## src/rtl/sb_pkg.sv

```systemverilog
// Shared types and widths for the sideband TX arbiter slice.
package sb_pkg;

  typedef enum logic [2:0] {
    ST_IDLE      = 3'd0,
    ST_PATTERN   = 3'd1,
    ST_ISSUE     = 3'd2,
    ST_WAIT_BUSY = 3'd3,
    ST_WAIT_DONE = 3'd4,
    ST_GAP       = 3'd5
  } arb_state_e;

  localparam int SB_INFO_W = 32;
  localparam int SB_DATA_W = 64;
  localparam int TIMEOUT_W = 8;

endpackage

```

## src/rtl/sb_rr_arbiter.sv

```systemverilog
// Combinational round-robin pick: first set request at or after ptr, wrapping.
module sb_rr_arbiter #(
  parameter int N = 3
) (
  input  logic [N-1:0]         req,
  input  logic [$clog2(N)-1:0] ptr,
  output logic [N-1:0]         gnt,
  output logic [$clog2(N)-1:0] idx,
  output logic                 any
);

  localparam int IDX_W = $clog2(N);

  always_comb begin
    int j;
    gnt = '0;
    idx = '0;
    any = 1'b0;
    for (int i = 0; i < N; i++) begin
      j = (int'(ptr) + i) % N;
      if (!any && req[j]) begin
        gnt[j] = 1'b1;
        idx    = IDX_W'(j);
        any    = 1'b1;
      end
    end
  end

endmodule

```

## src/rtl/sb_tx_arbiter.sv

```systemverilog
// Shares the sideband TX path between NUM_REQ message requesters and the
// start-pattern requester; one grant at a time, with watchdog and forced idle gap.
module sb_tx_arbiter
  import sb_pkg::*;
#(
  parameter int NUM_REQ = 3,
  parameter int INFO_W  = SB_INFO_W,
  parameter int DATA_W  = SB_DATA_W,
  parameter int TIMEOUT = 255,
  parameter int GAP_CYC = 2
) (
  input  logic                       i_clk,
  input  logic                       i_rst,
  input  logic [NUM_REQ-1:0]         i_req,
  input  logic [NUM_REQ-1:0]         i_req_has_data,
  input  logic [NUM_REQ*INFO_W-1:0]  i_req_info,
  input  logic [NUM_REQ*DATA_W-1:0]  i_req_data,
  input  logic                       i_pattern_req,
  output logic [NUM_REQ-1:0]         o_ack,
  output logic                       o_pattern_ack,
  output logic                       o_msg_valid,
  output logic                       o_data_valid,
  output logic [INFO_W-1:0]          o_msg_info,
  output logic [DATA_W-1:0]          o_msg_data,
  output logic                       o_start_pattern_req,
  input  logic                       i_tx_busy,
  input  logic                       i_pattern_done,
  output logic [$clog2(NUM_REQ)-1:0] o_grant_id,
  output logic                       o_timeout_err
);

  localparam int IDX_W = $clog2(NUM_REQ);
  localparam int GAP_W = (GAP_CYC > 1) ? $clog2(GAP_CYC) : 1;

  arb_state_e           state;
  logic [IDX_W-1:0]     rr_ptr;
  logic [IDX_W-1:0]     grant_q;
  logic                 has_data_q;
  logic [INFO_W-1:0]    info_q;
  logic [DATA_W-1:0]    data_q;
  logic [TIMEOUT_W-1:0] wd_cnt;
  logic [TIMEOUT_W-1:0] wd_nxt;
  logic                 wd_expired;
  logic [GAP_W-1:0]     gap_cnt;

  logic [NUM_REQ-1:0]   pick_gnt;
  logic [IDX_W-1:0]     pick_idx;
  logic                 pick_any;
  logic [INFO_W-1:0]    pick_info;
  logic [DATA_W-1:0]    pick_data;

  function automatic logic [IDX_W-1:0] ptr_after(input logic [IDX_W-1:0] g);
    return (g == IDX_W'(NUM_REQ - 1)) ? '0 : g + IDX_W'(1);
  endfunction

  sb_rr_arbiter #(.N(NUM_REQ)) u_rr (
    .req (i_req),
    .ptr (rr_ptr),
    .gnt (pick_gnt),
    .idx (pick_idx),
    .any (pick_any)
  );

  always_comb begin
    pick_info = '0;
    pick_data = '0;
    for (int i = 0; i < NUM_REQ; i++) begin
      if (pick_gnt[i]) begin
        pick_info = i_req_info[i*INFO_W +: INFO_W];
        pick_data = i_req_data[i*DATA_W +: DATA_W];
      end
    end
  end

  assign wd_nxt     = wd_cnt + TIMEOUT_W'(1);
  assign wd_expired = (wd_nxt == TIMEOUT_W'(TIMEOUT));

  // Grant payload is captured once in IDLE and held for the whole grant.
  assign o_msg_info = info_q;
  assign o_msg_data = data_q;
  assign o_grant_id = grant_q;

  always_ff @(posedge i_clk) begin
    if (i_rst) begin
      state               <= ST_IDLE;
      rr_ptr              <= '0;
      grant_q             <= '0;
      has_data_q          <= 1'b0;
      info_q              <= '0;
      data_q              <= '0;
      wd_cnt              <= '0;
      gap_cnt             <= '0;
      o_ack               <= '0;
      o_pattern_ack       <= 1'b0;
      o_msg_valid         <= 1'b0;
      o_data_valid        <= 1'b0;
      o_start_pattern_req <= 1'b0;
      o_timeout_err       <= 1'b0;
    end else begin
      o_ack               <= '0;
      o_pattern_ack       <= 1'b0;
      o_msg_valid         <= 1'b0;
      o_data_valid        <= 1'b0;
      o_start_pattern_req <= 1'b0;
      o_timeout_err       <= 1'b0;
      unique case (state)
        ST_IDLE: begin
          if (i_pattern_req) begin
            state               <= ST_PATTERN;
            o_start_pattern_req <= 1'b1;
            wd_cnt              <= '0;
          end else if (pick_any) begin
            state      <= ST_ISSUE;
            grant_q    <= pick_idx;
            has_data_q <= |(i_req_has_data & pick_gnt);
            info_q     <= pick_info;
            data_q     <= pick_data;
          end
        end
        ST_ISSUE: begin
          o_msg_valid  <= 1'b1;
          o_data_valid <= has_data_q;
          wd_cnt       <= '0;
          state        <= ST_WAIT_BUSY;
        end
        ST_WAIT_BUSY: begin
          if (i_tx_busy) begin
            state <= ST_WAIT_DONE;
          end else begin
            wd_cnt <= wd_nxt;
            if (wd_expired) begin
              // Abandon the grant without ack, but still move the pointer on.
              o_timeout_err <= 1'b1;
              rr_ptr        <= ptr_after(grant_q);
              gap_cnt       <= '0;
              state         <= ST_GAP;
            end
          end
        end
        ST_WAIT_DONE: begin
          if (!i_tx_busy) begin
            o_ack   <= NUM_REQ'(1) << grant_q;
            rr_ptr  <= ptr_after(grant_q);
            gap_cnt <= '0;
            state   <= ST_GAP;
          end
        end
        ST_PATTERN: begin
          if (i_pattern_done) begin
            o_pattern_ack <= 1'b1;
            gap_cnt       <= '0;
            state         <= ST_GAP;
          end else begin
            wd_cnt <= wd_nxt;
            if (wd_expired) begin
              o_timeout_err <= 1'b1;
              gap_cnt       <= '0;
              state         <= ST_GAP;
            end
          end
        end
        ST_GAP: begin
          if (gap_cnt == GAP_W'(GAP_CYC - 1)) state <= ST_IDLE;
          else gap_cnt <= gap_cnt + GAP_W'(1);
        end
        default: state <= ST_IDLE;
      endcase
    end
  end

endmodule

```

## config.mk

```make
export PLATFORM = sky130hd
export DESIGN_NAME = sb_tx_arbiter
export DESIGN_NICKNAME = d
export VERILOG_FILES = /design/src/rtl/sb_pkg.sv /design/src/rtl/sb_rr_arbiter.sv /design/src/rtl/sb_tx_arbiter.sv
export SDC_FILE = /design/constraint.sdc
export NUM_CORES = 1
export LEC_CHECK = 0
export CAP_MARGIN = 15
export CORE_AREA = 5 5 156 158
export CTS_BUF_LIST = sky130_fd_sc_hd__clkbuf_4
export CTS_CLUSTER_DIAMETER = 30
export CTS_CLUSTER_SIZE = 28
export DETAILED_ROUTE_END_ITERATION = 6
export DIE_AREA = 0 0 161 163
export GPL_TIMING_DRIVEN = 1
export MAX_ROUTING_LAYER = met4
export PLACE_DENSITY = 0.74
export SETUP_SLACK_MARGIN = 0.5
export SLEW_MARGIN = 25
export SYNTH_ARGS = -nofsm -noshare
export SYNTH_HDL_FRONTEND = slang
export SYNTH_SLANG_ARGS = --single-unit
```

## constraint.sdc

```tcl
create_clock -name i_clk -period 4.4 [get_ports i_clk]
set_input_delay 1.32 -clock i_clk [delete_from_list [all_inputs] [get_ports i_clk]]
set_output_delay 1.32 -clock i_clk [all_outputs]
set_load 0.005 [all_outputs]
```

Yosys cells after proc, flatten, opt, wreduce, memory -nomap -nowiden
Cells that the tools add are included.
{"block": "totals", "register_bits": 121, "in_bits": 299, "word_cells": 132}
{"block": "op_classes", "n_addsub": 5, "n_div": 3, "n_lt_le_gt_ge": 6, "eq_ne": 14, "shift": 1, "mux": 60, "bitwise": 8, "reduce_logical": 21}
{"op": "64-bit two-way mux", "n": 3}
{"op": "32-bit by 1-bit greater-or-equal comparator with 1-bit output, second input constant", "n": 3}
{"op": "32-bit by 4-bit < comparator with 1-bit output, second input constant", "n": 3}
{"op": "32-bit two-way mux", "n": 3}
{"op": "32-bit by 3-bit remainder unit with 32-bit output, second input constant", "n": 2}
{"op": "3-bit by 3-bit remainder unit with 32-bit output, second input constant", "n": 1}
{"op": "8-bit one-hot mux with 4 select lines", "n": 1}
{"op": "3-bit two-way mux", "n": 10}
{"op": "8-bit two-way mux", "n": 3}
{"op": "1-bit two-way mux", "n": 23}
{"op": "3-bit one-hot mux with 6 select lines", "n": 1}
{"op": "2-bit two-way mux", "n": 7}
{"op": "2-bit inequality test, second input constant", "n": 6}
{"op": "3-bit AND reduction", "n": 3}
{"op": "8-bit by 1-bit adder with 8-bit output, second input constant", "n": 1}
{"op": "8-bit == test, second input constant", "n": 1}
{"op": "4-bit AND reduction", "n": 2}
{"op": "4-bit nonzero test", "n": 2}
{"op": "1-bit binary-select mux with 2-bit select", "n": 3}
{"op": "1-bit demux with 2-bit select", "n": 3}
{"op": "3-bit by 2-bit == test with 1-bit output, second input constant", "n": 2}
{"op": "3-bit == test, second input constant", "n": 2}
{"op": "3-bit bitwise OR", "n": 2}
{"op": "2-bit OR reduction", "n": 3}
{"op": "other kinds (18)", "n": 28}

Logic depth before layout (Yosys ltp)
{"block": "logic_depth", "ltp_word": 14, "depth_mapped": 12}

By module
From an unflattened synthesis, not the netlist that was laid out.
{"block": "hier_totals", "cells_unflattened": 955, "area_unflattened_um2": 6700.2}
{"module": "sb_tx_arbiter", "instances": 1, "cells_each": 903, "area_each_um2": 6318.6}
{"module": "sb_rr_arbiter", "instances": 1, "cells_each": 52, "area_each_um2": 381.6}

Least setup slack after synthesis
Ideal clock, no wire load.
{"block": "synth_timing", "kind": "input to register", "startpoint": "input i_req[0]", "endpoint": "register data_q[37] (netlist: o_msg_data[37])", "setup_time_ps": 144, "arrival_time_ps": 2787, "t_required_ps": 4256, "path_slack_ps": 1468, "stages": 9, "path_buffers": 3, "path_cell_list": "mux2i_4 > o21ai_2 > o31a_1 > or3b_1 > buf_2 > buf_6 > buf_6 > nor2_1 > nor4_2"}
{"block": "synth_between", "elab_chain_len": 13}
{"item": "from (decl)", "line": "sb_tx_arbiter.sv:14", "text": "input logic [NUM_REQ-1:0] i_req,"}
{"item": "1-bit binary-select mux with 2-bit select", "line": "sb_rr_arbiter.sv:21", "text": "if (!any && req[j]) begin"}
{"item": "1-bit two-way mux (implied by the code) (2 in series)", "line": "sb_rr_arbiter.sv:21"}
{"item": "1-bit two-way mux", "line": "sb_rr_arbiter.sv:21"}
{"item": "1-bit zero test", "line": "sb_rr_arbiter.sv:21"}
{"item": "1-bit logical AND", "line": "sb_rr_arbiter.sv:21"}
{"item": "1-bit two-way mux", "line": "sb_rr_arbiter.sv:21"}
{"item": "1-bit zero test", "line": "sb_rr_arbiter.sv:21"}
{"item": "1-bit logical AND", "line": "sb_rr_arbiter.sv:21"}
{"item": "3-bit two-way mux", "line": "sb_rr_arbiter.sv:21"}
{"item": "64-bit two-way mux (3 in series)", "line": "sb_tx_arbiter.sv:68", "text": "if (pick_gnt[i]) begin"}
{"item": "to (signal assigned)", "line": "sb_tx_arbiter.sv:117", "text": "data_q <= pick_data;"}
{"item": "to (decl)", "line": "sb_tx_arbiter.sv:40", "text": "logic [DATA_W-1:0] data_q;"}
Several ways; a longest one is shown, not always the timed one. The select of a mux whose other input is x is not followed.
A chain may end at the register's enable or synchronous reset.

Final worst setup path
{"block": "layout_timing", "startpoint": "input i_req[1]", "endpoint": "register data_q[18] (netlist: o_msg_data[18])"}
The elaborated chain is that of the path after synthesis.

==> flow_summary.toml <==
[worst_setup_path]
cp-start-kind = "input port"
worstPathMaxFanout = 40
cpLargestDelayFamily = "compound AO/OA/AOI/OAI gates"
end_kind = "flip-flop"
cp_slowest_stage_delay_ns = 0.53
criticalPathCategory = "input port to flip-flop"
crit_arrival_ns = 3.81
critPathBufInv = 2
path_cells = "clkdlybuf4s50_1 > a22o_1 > a211oi_1 > o31a_1 > or3b_4 > buf_4 > nor2_1 > nor4_1"
worst_path_max_delay_cell = "a211oi_1"
cp.required_ns = 4.80
reg2reg_slack_ns = 1.42

[power_and_ir_drop]
ir_drop_uv = 150
powerDensity_mw_per_mm2 = 345
p_leak_nw = 3.85
power_mw = 3.77

[timing]
rsz0062_at_grt = "no"
slew_headroom_pct = 54.7
min_period_over_period_pct = 77.6
fmax_mhz = 293
tns_ns = 0
hold_slack_ns = 0.472
slew_violations = 0
setup_viol = 0
final_hold_viol_count = 0
finClkSkew_ns = 0.0138
tightestPinTransition_ns = 0.680
fin_crit_ns = 3.42

[synthesis]
async_flop_share_pct = 0
synth.distinct_cells = 59
ys_seq_elements = 121
yosys_warnings = 0
syn-num-nets = 1046
ys_seq_area_share_pct = 37.9
synthCells = 741
synth_edf_count = 0
syn_area_sq_mm = 0.00639
syn_area_per_cell_sq_um = 8.63
synthFlopType = "dfxtp_1"

[clock_network]
cts_tree = "done"
clockRootBuffer = "clkbuf_4"
cts_buffer_depth = 2
clock_latency_ns = 0.51
hold_buffers = 0
clock_sinks = 121
clk_pin_slew_ns = 0.12
post_cts_buffers = 0
htreeDepth = 4
post_cts_resized = 0
cts_buffers = 17

[floorplan]
die_h_um = 163
core_sq_mm = 0.0230
floorplan.initialDensity_pct = 27.8
die-width_um = 161
fp.dieArea_sq_mm = 0.0262
row_count = 56
pin_count = 405

[detailed_routing]
totalWireLength_mm = 28.2
postRouteAntennaNets = 0
drtPass1Iterations = 7
avgViaCountPerCell = 5.25
drc = 5
wire_per_inst_um = 20.0
initialDrtViolationCount = 574
via_count = 7414

[min_path]
hold_path_class = "flip-flop to flip-flop"

[global_routing]
grtUsageTotal_pct = 20.5
grt_pass1_wl_mm = 41.2
overflow = 0
grt_pass1_vias = 7112
antenna_found_initial = 1
grt_max_degree = 66

[layout]
nets = 1412
drive_gt1_share_pct = 9.73
multi_input_area_sq_mm = 0.00359
register_area_sq_mm = 0.00242
fill_cells = 2198
area_delta_synth_final_pct = 70.9

[placement]
place_congestion = 0.873
port_buffers = 404
dp_hpwl_mm = 21.0

[outcome]
violations = "design-rule violations"
outcome = "complete, but fails checks"

[flow_run]
maxCapViolCount = 0
synthesized netlist by cell type, types with 4 or more instances:
master,count,area (sq um)
a211oi_1,6,45.0
a21oi_1,17,85.1
a221oi_1,88,771
a221oi_2,10,150
a31oi_1,5,31.3
buf_2,27,135
buf_4,7,52.6
buf_6,6,67.6
clkbuf_1,31,116
dfxtp_1,121,2420
ha_1,6,75.1
inv_1,6,22.5
mux2i_1,5,50.1
nand2_1,15,56.3
nand2b_1,8,50.1
nand3_1,4,20.0
nor2_1,209,785
nor2b_1,5,31.3
nor3_1,4,20.0
nor4_1,57,357
nor4_2,41,513
o21ai_0,11,55.1
o21bai_1,4,30.0
where the power goes:
group	internal (mW)	switching (mW)
Sequential	1.28	0.115
Combinational	0.822	0.696
Clock	0.395	0.468
worst paths after layout:
kind               from              to  cells after the start
max            i_req[1]  o_msg_data[18]                      8
min          has_data_q    o_data_valid                      1
max reg2reg   rr_ptr[0]  o_msg_data[18]                      9
min reg2reg  has_data_q    o_data_valid                      1
cells in the final DEF, fill, tap and decap left out, types with 3 or more instances in the layout:
cell type and instances:
clkdlybuf4s50_1 403, nor2_1 209, dfxtp_1 121, a221oi_1 88
nor4_1 57, nor4_2 41, a21oi_1 17, clkbuf_4 17
nand2_1 15, o21ai_0 11, a221oi_2 10, buf_4 9
nand2b_1 8, inv_1 6, a211oi_1 6, ha_1 6
buf_12 6, mux2i_1 5, nor2b_1 5, a31oi_1 5
nor3_1 4, nand3_1 4, o21bai_1 4, clkinv_4 4
clkinv_1 3, bufinv_16 3
cell type report:
type                            count  area share [%]
Sequential cell                   121            22.2
Multi-Input combinational cell    542            32.8
Inverter                            7           0.240
Clock buffer                       17            1.17
Timing Repair Buffer              418            38.6
Tap cell                          290            3.32
Antenna cell                        1          0.0229
Clock inverter                     15            1.60
per-stage QoR:
stage | util, % | instance area (sq um) | setup slack [ns] | std cells
CTS | 47.5 | 10900 | 1.05 | 1410
floorplan | - | 6390 | 1.47 | 741
global route | 47.5 | 10900 | 0.879 | 1411
detailed placement | 46.2 | 10600 | 0.471 | 1378
global placement | 46.2 | 10600 | 0.619 | 1378
finish | 47.5 | 10900 | 0.984 | 1411
kinds of logic after synthesis:
| family | count (synthesis) | synth area share (%) |
|---|---|---|
| AO/OA/AOI/OAI | 165 | 21.9 |
| adder cells (fa/ha/maj) | 6 | 1.17 |
| buffers and inverters | 78 | 6.22 |
| flip-flops | 121 | 37.9 |
| multiplexers | 9 | 1.90 |
| AND/OR/NAND/NOR | 362 | 30.9 |
sequential cells by signal (all words and copies together), names as in the netlist:
signal	count
gap_cnt	1
has_data_q	1
o_ack	3
o_data_valid	1
o_grant_id	2
o_msg_data	64
o_msg_info	32
o_msg_valid	1
o_pattern_ack	1
o_start_pattern_req	1
o_timeout_err	1
rr_ptr	2
state	3
wd_cnt	8
per-layer routing:
layer / track usage (%) / vias up / wire length, um
met1: 24.0 / 3517 / 11200
met3: 6.40 / 34 / 2150
met4: 4.89 / 0 / 502
li1: - / 3555 / -
met5: - / - / 0
met2: 34.5 / 308 / 14300
Note: power is estimated with default switching activity, not from simulation.
